===== src/rtl/i2c_req_arbiter.sv =====
// Round-robin arbiter that shares one I2C master among NREQ requesters and sequences one transaction.
// Optional master-start watchdog: define I2C_ARB_TIMEOUT_EN.
module i2c_req_arbiter #(
    parameter int NREQ      = 4,
    parameter int MAX_BYTES = 10,
    parameter int TIMEOUT   = 1024
) (
    input  logic                        clk,
    input  logic                        reset,
    input  logic [NREQ-1:0]             req_valid,
    input  logic [NREQ-1:0]             req_rw,
    input  logic [NREQ*7-1:0]           req_addr,
    input  logic [NREQ*10-1:0]          req_nbytes,
    input  logic [NREQ*8*MAX_BYTES-1:0] req_wdata,
    output logic [NREQ-1:0]             req_ack,
    output logic [NREQ-1:0]             done,
    output logic [8*MAX_BYTES-1:0]      rsp_rdata,
    output logic                        rsp_err,
    output logic                        m_en,
    output logic                        m_rw,
    output logic [6:0]                  m_addr,
    output logic [9:0]                  m_nbytes,
    output logic [8*MAX_BYTES-1:0]      m_wdata,
    input  logic                        m_ready,
    input  logic [8*MAX_BYTES-1:0]      m_rdata,
    input  logic                        m_ack_error
);
    localparam int DW  = 8 * MAX_BYTES;
    localparam int IW  = (NREQ > 1) ? $clog2(NREQ) : 1;
    localparam int IW1 = IW + 1;

    typedef enum logic [2:0] {IDLE, ISSUE, WAIT_START, WAIT_DONE, RESP} state_t;

    state_t          state_q, state_d;
    logic [IW-1:0]   rr_q, rr_d, act_q, act_d;
    logic [NREQ-1:0] req_ack_q, req_ack_d, done_q, done_d;
    logic [DW-1:0]   rdata_q, rdata_d, m_wdata_q, m_wdata_d;
    logic            rsp_err_q, rsp_err_d, err_q, err_d;
    logic            m_en_q, m_en_d, m_rw_q, m_rw_d;
    logic [6:0]      m_addr_q, m_addr_d;
    logic [9:0]      m_nbytes_q, m_nbytes_d;

    logic            found, len_bad, wd_expired;
    logic [IW-1:0]   win, win_inc;
    logic [IW1-1:0]  sum, sum_inc;
    logic [9:0]      sel_nbytes;
    logic [NREQ-1:0] win_oh, act_oh;

`ifdef I2C_ARB_TIMEOUT_EN
    localparam logic [10:0] WD_LOAD = 11'(TIMEOUT - 1);
    logic [10:0] wd_q, wd_d;
    assign wd_expired = (wd_q == '0);
`else
    assign wd_expired = 1'b0;
`endif

    // Search upward from rr with wrap; first valid port wins.
    always_comb begin
        found = 1'b0;
        win   = '0;
        sum   = '0;
        for (int i = 0; i < NREQ; i++) begin
            sum = {1'b0, rr_q} + IW1'(i);
            if (sum >= IW1'(NREQ)) sum = sum - IW1'(NREQ);
            if (!found && req_valid[sum[IW-1:0]]) begin
                found = 1'b1;
                win   = sum[IW-1:0];
            end
        end
        sum_inc = {1'b0, win} + IW1'(1);
        win_inc = (sum_inc >= IW1'(NREQ)) ? '0 : sum_inc[IW-1:0];
    end

    assign sel_nbytes = req_nbytes[win*10 +: 10];
    assign len_bad    = (sel_nbytes == '0) || (sel_nbytes > 10'(MAX_BYTES));
    assign win_oh     = NREQ'(1) << win;
    assign act_oh     = NREQ'(1) << act_q;

    always_ff @(posedge clk) begin
        if (reset) begin
            state_q    <= IDLE;
            rr_q       <= '0;
            act_q      <= '0;
            req_ack_q  <= '0;
            done_q     <= '0;
            rdata_q    <= '0;
            rsp_err_q  <= 1'b0;
            err_q      <= 1'b0;
            m_en_q     <= 1'b0;
            m_rw_q     <= 1'b0;
            m_addr_q   <= '0;
            m_nbytes_q <= '0;
            m_wdata_q  <= '0;
`ifdef I2C_ARB_TIMEOUT_EN
            wd_q       <= '0;
`endif
        end else begin
            state_q    <= state_d;
            rr_q       <= rr_d;
            act_q      <= act_d;
            req_ack_q  <= req_ack_d;
            done_q     <= done_d;
            rdata_q    <= rdata_d;
            rsp_err_q  <= rsp_err_d;
            err_q      <= err_d;
            m_en_q     <= m_en_d;
            m_rw_q     <= m_rw_d;
            m_addr_q   <= m_addr_d;
            m_nbytes_q <= m_nbytes_d;
            m_wdata_q  <= m_wdata_d;
`ifdef I2C_ARB_TIMEOUT_EN
            wd_q       <= wd_d;
`endif
        end
    end

    always_comb begin
        state_d = state_q;
        case (state_q)
            IDLE:       if (found) state_d = len_bad ? RESP : ISSUE;
            ISSUE:      if (m_en_q) state_d = WAIT_START;
            WAIT_START: begin
                if (!m_ready)       state_d = WAIT_DONE;
                else if (wd_expired) state_d = RESP;
            end
            WAIT_DONE:  if (m_ready) state_d = RESP;
            RESP:       state_d = IDLE;
            default:    state_d = IDLE;
        endcase
    end

    always_comb begin
        rr_d       = rr_q;
        act_d      = act_q;
        req_ack_d  = '0;
        done_d     = '0;
        rdata_d    = rdata_q;
        rsp_err_d  = rsp_err_q;
        err_d      = err_q;
        m_en_d     = 1'b0;
        m_rw_d     = m_rw_q;
        m_addr_d   = m_addr_q;
        m_nbytes_d = m_nbytes_q;
        m_wdata_d  = m_wdata_q;
`ifdef I2C_ARB_TIMEOUT_EN
        wd_d       = wd_q;
`endif
        case (state_q)
            IDLE: if (found) begin
                rr_d       = win_inc;
                act_d      = win;
                req_ack_d  = win_oh;
                m_rw_d     = req_rw[win];
                m_addr_d   = req_addr[win*7 +: 7];
                m_nbytes_d = sel_nbytes;
                m_wdata_d  = req_wdata[win*DW +: DW];
                if (len_bad) begin
                    done_d    = win_oh;
                    rsp_err_d = 1'b1;
                end
            end
            ISSUE: begin
                // m_en is registered, so ISSUE stays one more cycle to cover the strobe.
                m_en_d = m_ready && !m_en_q;
`ifdef I2C_ARB_TIMEOUT_EN
                wd_d   = WD_LOAD;
`endif
            end
            WAIT_START: begin
                if (m_ready && wd_expired) begin
                    done_d    = act_oh;
                    rsp_err_d = 1'b1;
                end
`ifdef I2C_ARB_TIMEOUT_EN
                else if (m_ready) wd_d = wd_q - 11'd1;
`endif
            end
            WAIT_DONE: begin
                err_d = err_q | m_ack_error;
                if (m_ready) begin
                    done_d    = act_oh;
                    rsp_err_d = err_q | m_ack_error;
                    rdata_d   = m_rdata;
                end
            end
            RESP:    err_d = 1'b0;
            default: ;
        endcase
    end

    assign req_ack   = req_ack_q;
    assign done      = done_q;
    assign rsp_rdata = rdata_q;
    assign rsp_err   = rsp_err_q;
    assign m_en      = m_en_q;
    assign m_rw      = m_rw_q;
    assign m_addr    = m_addr_q;
    assign m_nbytes  = m_nbytes_q;
    assign m_wdata   = m_wdata_q;
endmodule


===== config.mk =====
export PLATFORM = sky130hd
export DESIGN_NAME = i2c_req_arbiter
export DESIGN_NICKNAME = d
export VERILOG_FILES = /design/src/rtl/i2c_req_arbiter.sv
export SDC_FILE = /design/constraint.sdc
export NUM_CORES = 1
export LEC_CHECK = 0
export CAP_MARGIN = 30
export CORE_AREA = 2 2 262 264
export CTS_BUF_LIST = sky130_fd_sc_hd__clkbuf_16
export DETAILED_ROUTE_END_ITERATION = 16
export DIE_AREA = 0 0 264 266
export PLACE_DENSITY = 0.47
export RECOVER_POWER = 25
export SYNTH_ARGS = -nofsm -noshare
export SYNTH_HDL_FRONTEND = slang
export SYNTH_SLANG_ARGS = --single-unit

===== constraint.sdc =====
create_clock -name clk -period 5.7 [get_ports clk]
set_input_delay 1.71 -clock clk [delete_from_list [all_inputs] [get_ports clk]]
set_output_delay 1.71 -clock clk [all_outputs]
set_load 0.02 [all_outputs]

Yosys cells after proc, flatten, opt, wreduce, memory -nomap -nowiden
Index checks and enable logic that the tools add are counted.
- $add $sub $neg: 8
- multiply operators: 3
- magnitude comparators: 11
- eq/ne operators: 9
- shift-type cells: 5
- multiplexer cells: 38
- bitwise gates (word level): 4
- reduce and logical (&&, ||, !) cells: 19
- operators with widths (operator ; count):
    indexed part select 320 x 10 -> 80 bit ; 1
    indexed part select 40 x 7 -> 10 bit ; 1
    indexed part select 28 x 6 -> 7 bit ; 1
    2-to-1 mux 2 bit ; 9
    less-than comparator 2 x 3 -> 1 bit (second input constant) ; 5
    multiplier 2 x 3 -> 5 bit (second input constant) ; 3
    2-to-1 mux 3 bit ; 5
    >= comparator 3 bit (second input constant) ; 4
    2-to-1 mux 1 bit ; 12
    2-to-1 mux 4 bit ; 3
    one-hot mux 3 bit (4 select lines) ; 1
    binary-select mux 1 bit (select 2 bit) ; 5
    > comparator 10 x 4 -> 1 bit (second input constant) ; 1
    logical NOT 10 bit ; 1
    != test 2 bit (second input constant) ; 5
    one-hot mux 4 bit (2 select lines) ; 1
    AND reduction 4 bit ; 2
    << shifter 1 x 2 -> 4 bit (first input constant) ; 2
    subtractor 2 x 1 -> 2 bit (second input constant) ; 4
    adder 2 x 1 -> 3 bit (second input constant) ; 2
    adder 2 x 2 -> 3 bit (second input constant) ; 2
    equality test 3 x 2 -> 1 bit (second input constant) ; 2
    logical AND 1 bit ; 4
    logical NOT 1 bit ; 4
    12 further kinds ; 17
- bits in registers: 196
- output and inout port bits: 188

Longest topological paths before layout
Gate-level depths: netlist (run 1).
- word-level depth: 21
- depth in mapped cells: 14
- mapped depth without buffers: 8

Worst setup path after synthesis (run 1)
OpenSTA, ideal clock, no wires.
- path kind: input -> register
- start: input req_valid[0]
- end: register done_q[0], in the netlist done[0]
- setup time: 117 ps
- arrival: 3873 ps
- required time: 5583 ps
- slack: 1710 ps
- stages on the path: 12
- cells stage by stage: nor2b_1 -> buf_6 -> or4b_4 -> buf_6 -> buf_6 -> and2_1 -> buf_2 -> clkbuf_1 -> buf_2 -> ha_1 -> and2_1 -> a22o_1
- RTL lines (what ; RTL line ; text):
    start: declaration ; 10 ; input logic [NREQ-1:0] req_valid,
    binary-select mux 1 bit (select 2 bit) ; 65 ; if (!found && req_valid[sum[IW-1:0]]) begin
    2-to-1 mux 1 bit (implied by the code) ; 65 ;
    2-to-1 mux 1 bit ; 65 ;
    logical NOT 1 bit ; 65 ;
    logical AND 1 bit ; 65 ;
    2-to-1 mux 1 bit ; 65 ;
    logical NOT 1 bit ; 65 ;
    logical AND 1 bit ; 65 ;
    2-to-1 mux 1 bit ; 65 ;
    logical NOT 1 bit ; 65 ;
    logical AND 1 bit ; 65 ;
    2-to-1 mux 2 bit (*) ; 65 ;
    << shifter 1 x 2 -> 4 bit (*) ; 76 ; assign win_oh = NREQ'(1) << win;
    via win_oh[0] ; 47 ; logic [NREQ-1:0] win_oh, act_oh;
    2-to-1 mux 4 bit (*) ; 157 ; if (len_bad) begin
    2-to-1 mux 4 bit (*) ; 149 ; IDLE: if (found) begin
    one-hot mux 4 bit (2 select lines) (*) ; 148 ; case (state_q)
    end signal: assignment ; 102 ; done_q <= done_d;
    end: declaration ; 36 ; logic [NREQ-1:0] req_ack_q, req_ack_d, done_q, done_d;
The timed path passes the listed nets; every way through them passes the cells marked *. The select of a mux whose other input is x is not followed.
A chain may end at the register's enable or synchronous reset.

==> results of run 1 <==
-- layout make-up --
type,count,area [um2]
Fill cell,7389,49500
Timing Repair Buffer,690,6940
Multi-Input combinational cell,1207,5630
Sequential cell,196,3920
Tap cell,882,1100
Clock buffer,17,425
Clock inverter,15,213
Inverter,4,22.5
-- power by group through the flow --
stage	clock network [mW]	registers [mW]	logic, mW
floorplan	0	1.78	0.892
global placement	0	1.64	2.07
detailed placement	0	1.64	2.07
CTS	1.41	1.61	2.07
global route	1.46	1.63	2.21
finish	1.35	1.61	2.02
-- cell families after synthesis --
logic type                 Yosys count
and+or+nand+nor                    972
AOI/OAI and AO/OA                  226
DFF                                196
buffers and inverters              138
muxes                                5
adders and majority gates            4
-- stage by stage --
step | cells | hold WS, ns | power, mW | setup slack (ns)
after floorplan | 1541 | 0.463 | 2.67 | 1.71
after global placement | 2979 | 0.441 | 3.70 | 0.844
after detailed placement | 2979 | 0.445 | 3.71 | 0.727
after CTS | 3011 | 0.458 | 5.10 | 1.30
after global routing | 3011 | 0.470 | 5.30 | 0.858
final | 3011 | 0.454 | 4.98 | 1.18
-- cells in the final DEF, fill, tap and decap left out, types with 7 or more instances in the layout --
master and instances:
sky130_fd_sc_hd__buf_4 13, sky130_fd_sc_hd__a21bo_2 8, sky130_fd_sc_hd__a21oi_1 177, sky130_fd_sc_hd__dfxtp_1 196, sky130_fd_sc_hd__dlygate4sd3_1 48, sky130_fd_sc_hd__clkdlybuf4s50_1 618
sky130_fd_sc_hd__nor2_1 18, sky130_fd_sc_hd__a221oi_1 9, sky130_fd_sc_hd__nand2_1 625, sky130_fd_sc_hd__nor3b_1 10, sky130_fd_sc_hd__clkbuf_16 17, sky130_fd_sc_hd__nand3_1 283
sky130_fd_sc_hd__a32oi_1 7, sky130_fd_sc_hd__nor4_1 9, sky130_fd_sc_hd__buf_12 8
-- worst max-delay path: cells and delay by family --
| kind | cells | cell delay [ns] |
|---|---|---|
| AOI/OAI and AO/OA | 1 | 0.10 |
| buffers and inverters | 2 | 2.68 |
| and+or+nand+nor | 1 | 0.30 |
-- worst min-delay path by stage --
stage / from / endpoint / slack (ns) / cells past startpoint
after detailed placement: m_wdata[60] / m_wdata[60] / 0.45 / 2
after global placement: rsp_rdata[45] / rsp_rdata[45] / 0.44 / 2
after CTS: m_wdata[47] / m_wdata[47] / 0.46 / 2
final: m_wdata[0] / m_wdata[0] / 0.45 / 2
after global routing: m_addr[6] / m_addr[6] / 0.47 / 2
after floorplan: act_q[1] / act_q[1] / 0.46 / 2
-- metal layers --
layer  wire [um]  share of wire (%)  vias up
met3        4020                7.2       54
met1       22100                 40     5894
li1            -                  -     6296
met2       28100                 51      547
met4        1410                2.5        0
met5           0                  0        -
-- sequential cells by signal (all words and copies together), names as in the netlist --
| register | flops |
|---|---|
| act_q | 2 |
| done | 4 |
| err_q | 1 |
| m_addr | 7 |
| m_en | 1 |
| m_nbytes | 10 |
| m_rw | 1 |
| m_wdata | 80 |
| req_ack | 4 |
| rr_q | 2 |
| rsp_err | 1 |
| rsp_rdata | 80 |
| state_q | 3 |
==> flow_metrics.py, run 1 <==
metrics = {
    "logic_synthesis": {
        "synth.top_cell.area_share_pct": 38.9,
        "share_of_cell_area_taken_by_muxes_after_synthesis_pct": 0.496,
        "ys_seq_elements": 196,
        "synth_flop_cell": "sky130_fd_sc_hd__dfxtp_1",
        "synth_xor_xnor_area_share_pct": 0,
        "post_synth_inst_count": 1541,
        "synth_fp_nets": 2025,
        "yosys-top-cells-area": "sky130_fd_sc_hd__dfxtp_1 39%, sky130_fd_sc_hd__nand2_1 23%, sky130_fd_sc_hd__nand3_1 14%",
        "synth_top_family_by_area": "simple AND/OR/NAND/NOR gates",
        "syn-mean-instance-area_um2": 6.55,
        "synth_top_area_cell": "sky130_fd_sc_hd__dfxtp_1",
        "synthesis.area_um2": 10100,
        "synth_sequential_area_ratio_pct": 38.9,
        "synthTopCellsByCount": "625 x sky130_fd_sc_hd__nand2_1, 283 x sky130_fd_sc_hd__nand3_1, 196 x sky130_fd_sc_hd__dfxtp_1, 177 x sky130_fd_sc_hd__a21oi_1, 100 x sky130_fd_sc_hd__clkbuf_1",
        "synth-simple-area-share_pct": 41.2,
        "synthDistinctLibCells": 48,
        "synth_warnings": 0,
        "synth-async-reset-ratio_pct": 0,
        "synth-edff-count": 0,
        "post_synth_fa_ha_maj_area_fraction_pct": 0.496,
        "synth_most_common_cell": "sky130_fd_sc_hd__nand2_1",
        "compound_gate_fraction_of_synth_area_pct": 13.2,
    },
    "routing": {
        "via_cell_ratio": 4.25,
        "detailedRoute.firstIterationViolations": 619,
        "remaining_drc_errors": 0,
        "detailedRoute.firstPassIterationCount": 6,
        "wirelength_mm": 55.7,
        "via_count": 12791,
        "detail_route.wl_per_cell_um": 18.5,
        "detail-route-antenna-nets": 0,
    },
    "clock_tree": {
        "clock_pin_slew_worst_setup_and_hold_paths_ns": 0.09,
        "tritoncts_clock_tree": "yes",
        "clock_path_buffers": 2,
        "numCtsBuffers": 17,
        "cts.root.buffer_cell": "sky130_fd_sc_hd__clkbuf_16",
        "post_cts.repair.setup_buffers": 0,
        "htreeDepth": 4,
        "postCtsHoldBufs": 0,
        "postCtsResizedCells": 0,
        "clk_latency_ns": 0.49,
        "total_number_of_clock_tree_sinks": 196,
    },
    "die": {
        "core_area_um2": 67700,
        "die_height_um": 266,
        "fp.dieArea_um2": 70200,
        "rows": 96,
        "initial_core_util_pct": 14.9,
        "ios": 668,
        "chipWidth_um": 264,
    },
    "outcome": {
        "outcome": "finished, violations left",
        "failing_checks": "capacitance limit, slew limit",
    },
    "global_routing": {
        "antenna_found_initial": 1,
        "grt.busiest_layer": "met2",
        "grt_usage_pct": 15.3,
        "vias_in_the_first_global_route": 12612,
        "global_route_wire_length_before_repair_mm": 80.8,
        "groute.layer.met3.usage_pct": 4.32,
        "grt-ovfl-total": 0,
        "globalRouteMet1Util_pct": 17.1,
        "largest_net_degree_at_the_start_of_global_routing": 102,
        "grt.met2_usage_pct": 27.6,
    },
    "setup_path": {
        "worstPathRequired_ns": 6.00,
        "timing.critical_path.slowest_stage_cell": "sky130_fd_sc_hd__clkbuf_1",
        "worst-r2r-cell-count": 8,
        "cp_data_arrival_time_ns": 4.81,
        "capture_point_of_the_critical_path": "rsp_err",
        "crit-reg2reg-capture": "m_wdata[31]",
        "setup.worst_path.start_class": "input pin",
        "worst_setup_path_startpoint": "reset",
        "max_stage_delay_ns": 1.53,
        "setup.reg_to_reg.worst_slack_ns": 2.43,
        "cells_along_the_critical_path": "clkbuf_2 -> clkbuf_1 -> nand2b_1 -> o32ai_1",
        "endpoint_kind": "flip-flop",
        "crit_path_max_fanout": 64,
        "reg2reg_from": "rr_q[1]",
        "critPathKind": "in -> reg",
    },
    "power": {
        "ir_worst_vdd_v": 0.000124,
        "switching_share_pct": 39.3,
        "netSwitchingPower_mw": 1.96,
        "power.share.combinational_pct": 40.6,
        "share_seq_of_total_power_pct": 32.3,
        "power_density_nw_per_um2": 273,
        "cell_internal_pwr_mw": 3.02,
        "cellLeakagePower_nw": 6.87,
        "pwr-share-clk_pct": 27.1,
    },
    "sta": {
        "rsz0062_at_grt": "no",
        "max_slew.worst_pin.slew_ns": 2.02,
        "fin_tns_setup_ns": 0,
        "worst_slew_margin_rel_pct": -34.6,
        "report.final.hold_viol_count": 0,
        "layout_min_cycle_time_ns": 4.52,
        "fin_worst_skew_ns": 0.0132,
        "layout_worst_path_cycle_share_pct": 79.2,
        "final_number_of_max_transition_violations": 165,
        "max_freq_ghz": 0.221,
        "finalSetupViolations": 0,
    },
    "placed_design": {
        "placement.io_buffers": 667,
        "gpl.final_weighted_congestion": 0.923,
        "place_area_um2": 17600,
        "post-dp-hpwl_mm": 41.9,
    },
    "run": {
        "max_cap_viol_count": 3,
    },
    "finish": {
        "share_of_layout_cells_above_drive_strength_1_pct": 3.71,
        "post_route_utilization_pct": 26.9,
        "area_growth_syn_to_layout_pct": 80.9,
        "nNetsFinal": 2600,
        "insertedDiodeCount": 0,
        "finalInstanceArea_um2": 18300,
    },
    "min_path": {
        "min_path_type": "reg -> reg",
    },
}
(Power assumes the default switching activity.)
==> run 2: changes to the inputs <==
Settings changed: CORE_AREA 2 2 262 264 to 2 2 261 263, DIE_AREA 0 0 264 266 to 0 0 263 265.
Clock period 5.7 ns to 4.6 ns, I/O delays scaled along.
==> run 2 against run 1 <==
The run still ends with capacitance limit, slew limit left. Sequential cell count did not move. Sequential share of layout area fell by 0.19 points. Clock skew fell by 0.0024 ns. Critical endpoint is now done[1].
==> flow_metrics.py, run 2 (synthesized netlist as in run 1, its figures left out) <==
metrics = {
    "clock_tree": {
        "tritoncts_clock_tree": "yes",
        "total_number_of_clock_tree_sinks": 196,
        "post_cts.repair.setup_buffers": 0,
        "cts.root.buffer_cell": "sky130_fd_sc_hd__clkbuf_16",
        "postCtsResizedCells": 0,
        "postCtsHoldBufs": 0,
        "clock_path_buffers": 2,
        "clock_pin_slew_worst_setup_and_hold_paths_ns": 0.08,
        "numCtsBuffers": 17,
        "clk_latency_ns": 0.49,
        "htreeDepth": 4,
    },
    "routing": {
        "via_count": 12873,
        "via_cell_ratio": 4.26,
        "detailedRoute.firstPassIterationCount": 5,
        "wirelength_mm": 54.6,
        "detail_route.wl_per_cell_um": 18.0,
        "detail-route-antenna-nets": 0,
        "remaining_drc_errors": 0,
        "detailedRoute.firstIterationViolations": 712,
    },
    "power": {
        "cellLeakagePower_nw": 6.97,
        "ir_worst_vdd_v": 0.000195,
        "sum_of_internal_switching_and_leakage_power_mw": 6.26,
        "power_density_nw_per_um2": 340,
    },
    "setup_path": {
        "capture_point_of_the_critical_path": "done[1]",
        "cells_along_the_critical_path": "clkdlybuf4s50_1 -> nor2b_1 -> or4_1 -> buf_4 -> nand3_1 -> a32oi_1 -> nor4_2 -> nand4_2 -> a22o_1",
        "worst-r2r-cell-count": 7,
        "number_of_logic_stages_on_the_critical_path_including_buffering": 9,
        "crit-reg2reg-capture": "done[1]",
        "cp_data_arrival_time_ns": 4.29,
        "reg2reg_from": "rr_q[1]",
        "worstPathRequired_ns": 4.98,
        "critical_path_buf_inv_count": 2,
        "setup.worst_path.start_class": "input pin",
        "worst_setup_path_startpoint": "req_valid[2]",
        "setup.reg_to_reg.worst_slack_ns": 1.58,
        "timing.critical_path.slowest_stage_cell": "sky130_fd_sc_hd__or4_1",
        "critPathKind": "in -> reg",
        "crit_path_max_fanout": 15,
        "max_stage_delay_ns": 0.78,
        "cp_top_family": "simple AND/OR/NAND/NOR gates",
        "endpoint_kind": "flip-flop",
    },
    "sta": {
        "fin_worst_skew_ns": 0.0108,
        "report.final.hold_viol_count": 0,
        "max_slew.worst_pin.slew_ns": 1.89,
        "hold_slack_ns": 0.453,
        "fin_tns_setup_ns": 0,
        "layout_setup_ws_ns": 0.692,
        "layout_worst_path_cycle_share_pct": 85.0,
        "layout_min_cycle_time_ns": 3.91,
        "final_number_of_max_transition_violations": 24,
        "rsz0062_at_grt": "no",
        "worst_slew_margin_rel_pct": -26.4,
        "max_freq_ghz": 0.256,
        "finalSetupViolations": 0,
    },
    "global_routing": {
        "largest_net_degree_at_the_start_of_global_routing": 104,
        "grt-ovfl-total": 0,
        "vias_in_the_first_global_route": 12786,
        "grt_usage_pct": 15.2,
        "global_route_wire_length_before_repair_mm": 79.6,
        "antenna_found_initial": 10,
    },
    "die": {
        "core_area_um2": 66800,
        "fp.dieArea_um2": 69700,
        "ios": 668,
        "chipWidth_um": 263,
        "die_height_um": 265,
        "initial_core_util_pct": 15.1,
        "rows": 95,
    },
    "finish": {
        "post_route_utilization_pct": 27.6,
        "filler_cell_count": 7259,
        "layout_common_cells": "625 x sky130_fd_sc_hd__nand2_1, 616 x sky130_fd_sc_hd__clkdlybuf4s50_1, 283 x sky130_fd_sc_hd__nand3_1",
        "finalInstanceArea_um2": 18400,
        "post_layout_nonfiller_instances": 3025,
        "area_growth_syn_to_layout_pct": 82.5,
        "layout.cells.most_common": "sky130_fd_sc_hd__nand2_1",
        "share_of_layout_cells_above_drive_strength_1_pct": 4.29,
        "nNetsFinal": 2619,
    },
    "placed_design": {
        "post-dp-hpwl_mm": 41.9,
        "place_ws_ns": 0.164,
        "placement.io_buffers": 667,
        "place_area_um2": 17800,
        "gpl.final_weighted_congestion": 0.872,
        "placed_cells": 2989,
    },
    "outcome": {
        "failing_checks": "capacitance limit, slew limit",
        "outcome": "finished, violations left",
    },
    "run": {
        "max_cap_viol_count": 1,
    },
    "min_path": {
        "min_path_type": "reg -> reg",
    },
}
[run 2: area by class of cell]
type / instances / area, um2 / area share [%]
timing repair buffer: 709 / 7100 / 38.6
multi-input combinational: 1207 / 5620 / 30.5
sequential: 196 / 3920 / 21.3
tap: 873 / 1090 / 5.93
clock buffer: 17 / 425 / 2.31
clock inverter: 14 / 213 / 1.16
inverter: 4 / 22.5 / 0.122
antenna: 5 / 12.5 / 0.0680
[run 2: worst min path at each step]
stage	startpoint	to	depth (start not counted)
global placement	rsp_rdata[60]	rsp_rdata[60]	2
global route	m_wdata[36]	m_wdata[36]	2
CTS	m_wdata[4]	m_wdata[4]	2
floorplan	act_q[1]	act_q[1]	2
detailed placement	m_wdata[60]	m_wdata[60]	2
finish	m_addr[2]	m_addr[2]	2
[run 2: worst min-delay path, stage by stage (launching register included)]
cell and delay (ns):
sky130_fd_sc_hd__dfxtp_1 0.31, sky130_fd_sc_hd__nand2_1 0.05, sky130_fd_sc_hd__a21oi_1 0.05
[run 2: routing by layer]
layer / vias up / GRT usage, % / wire, um
met5: - / 0 / 47
met3: 65 / 5.84 / 4880
met1: 5964 / 16.8 / 21500
li1: 6335 / - / -
met2: 501 / 26.4 / 26900
met4: 8 / 5.61 / 1270
[run 2: report_power, final]
group	switching (mW)	internal [mW]
clock	0.779	0.925
sequential	0.107	1.87
combinational	1.44	1.14
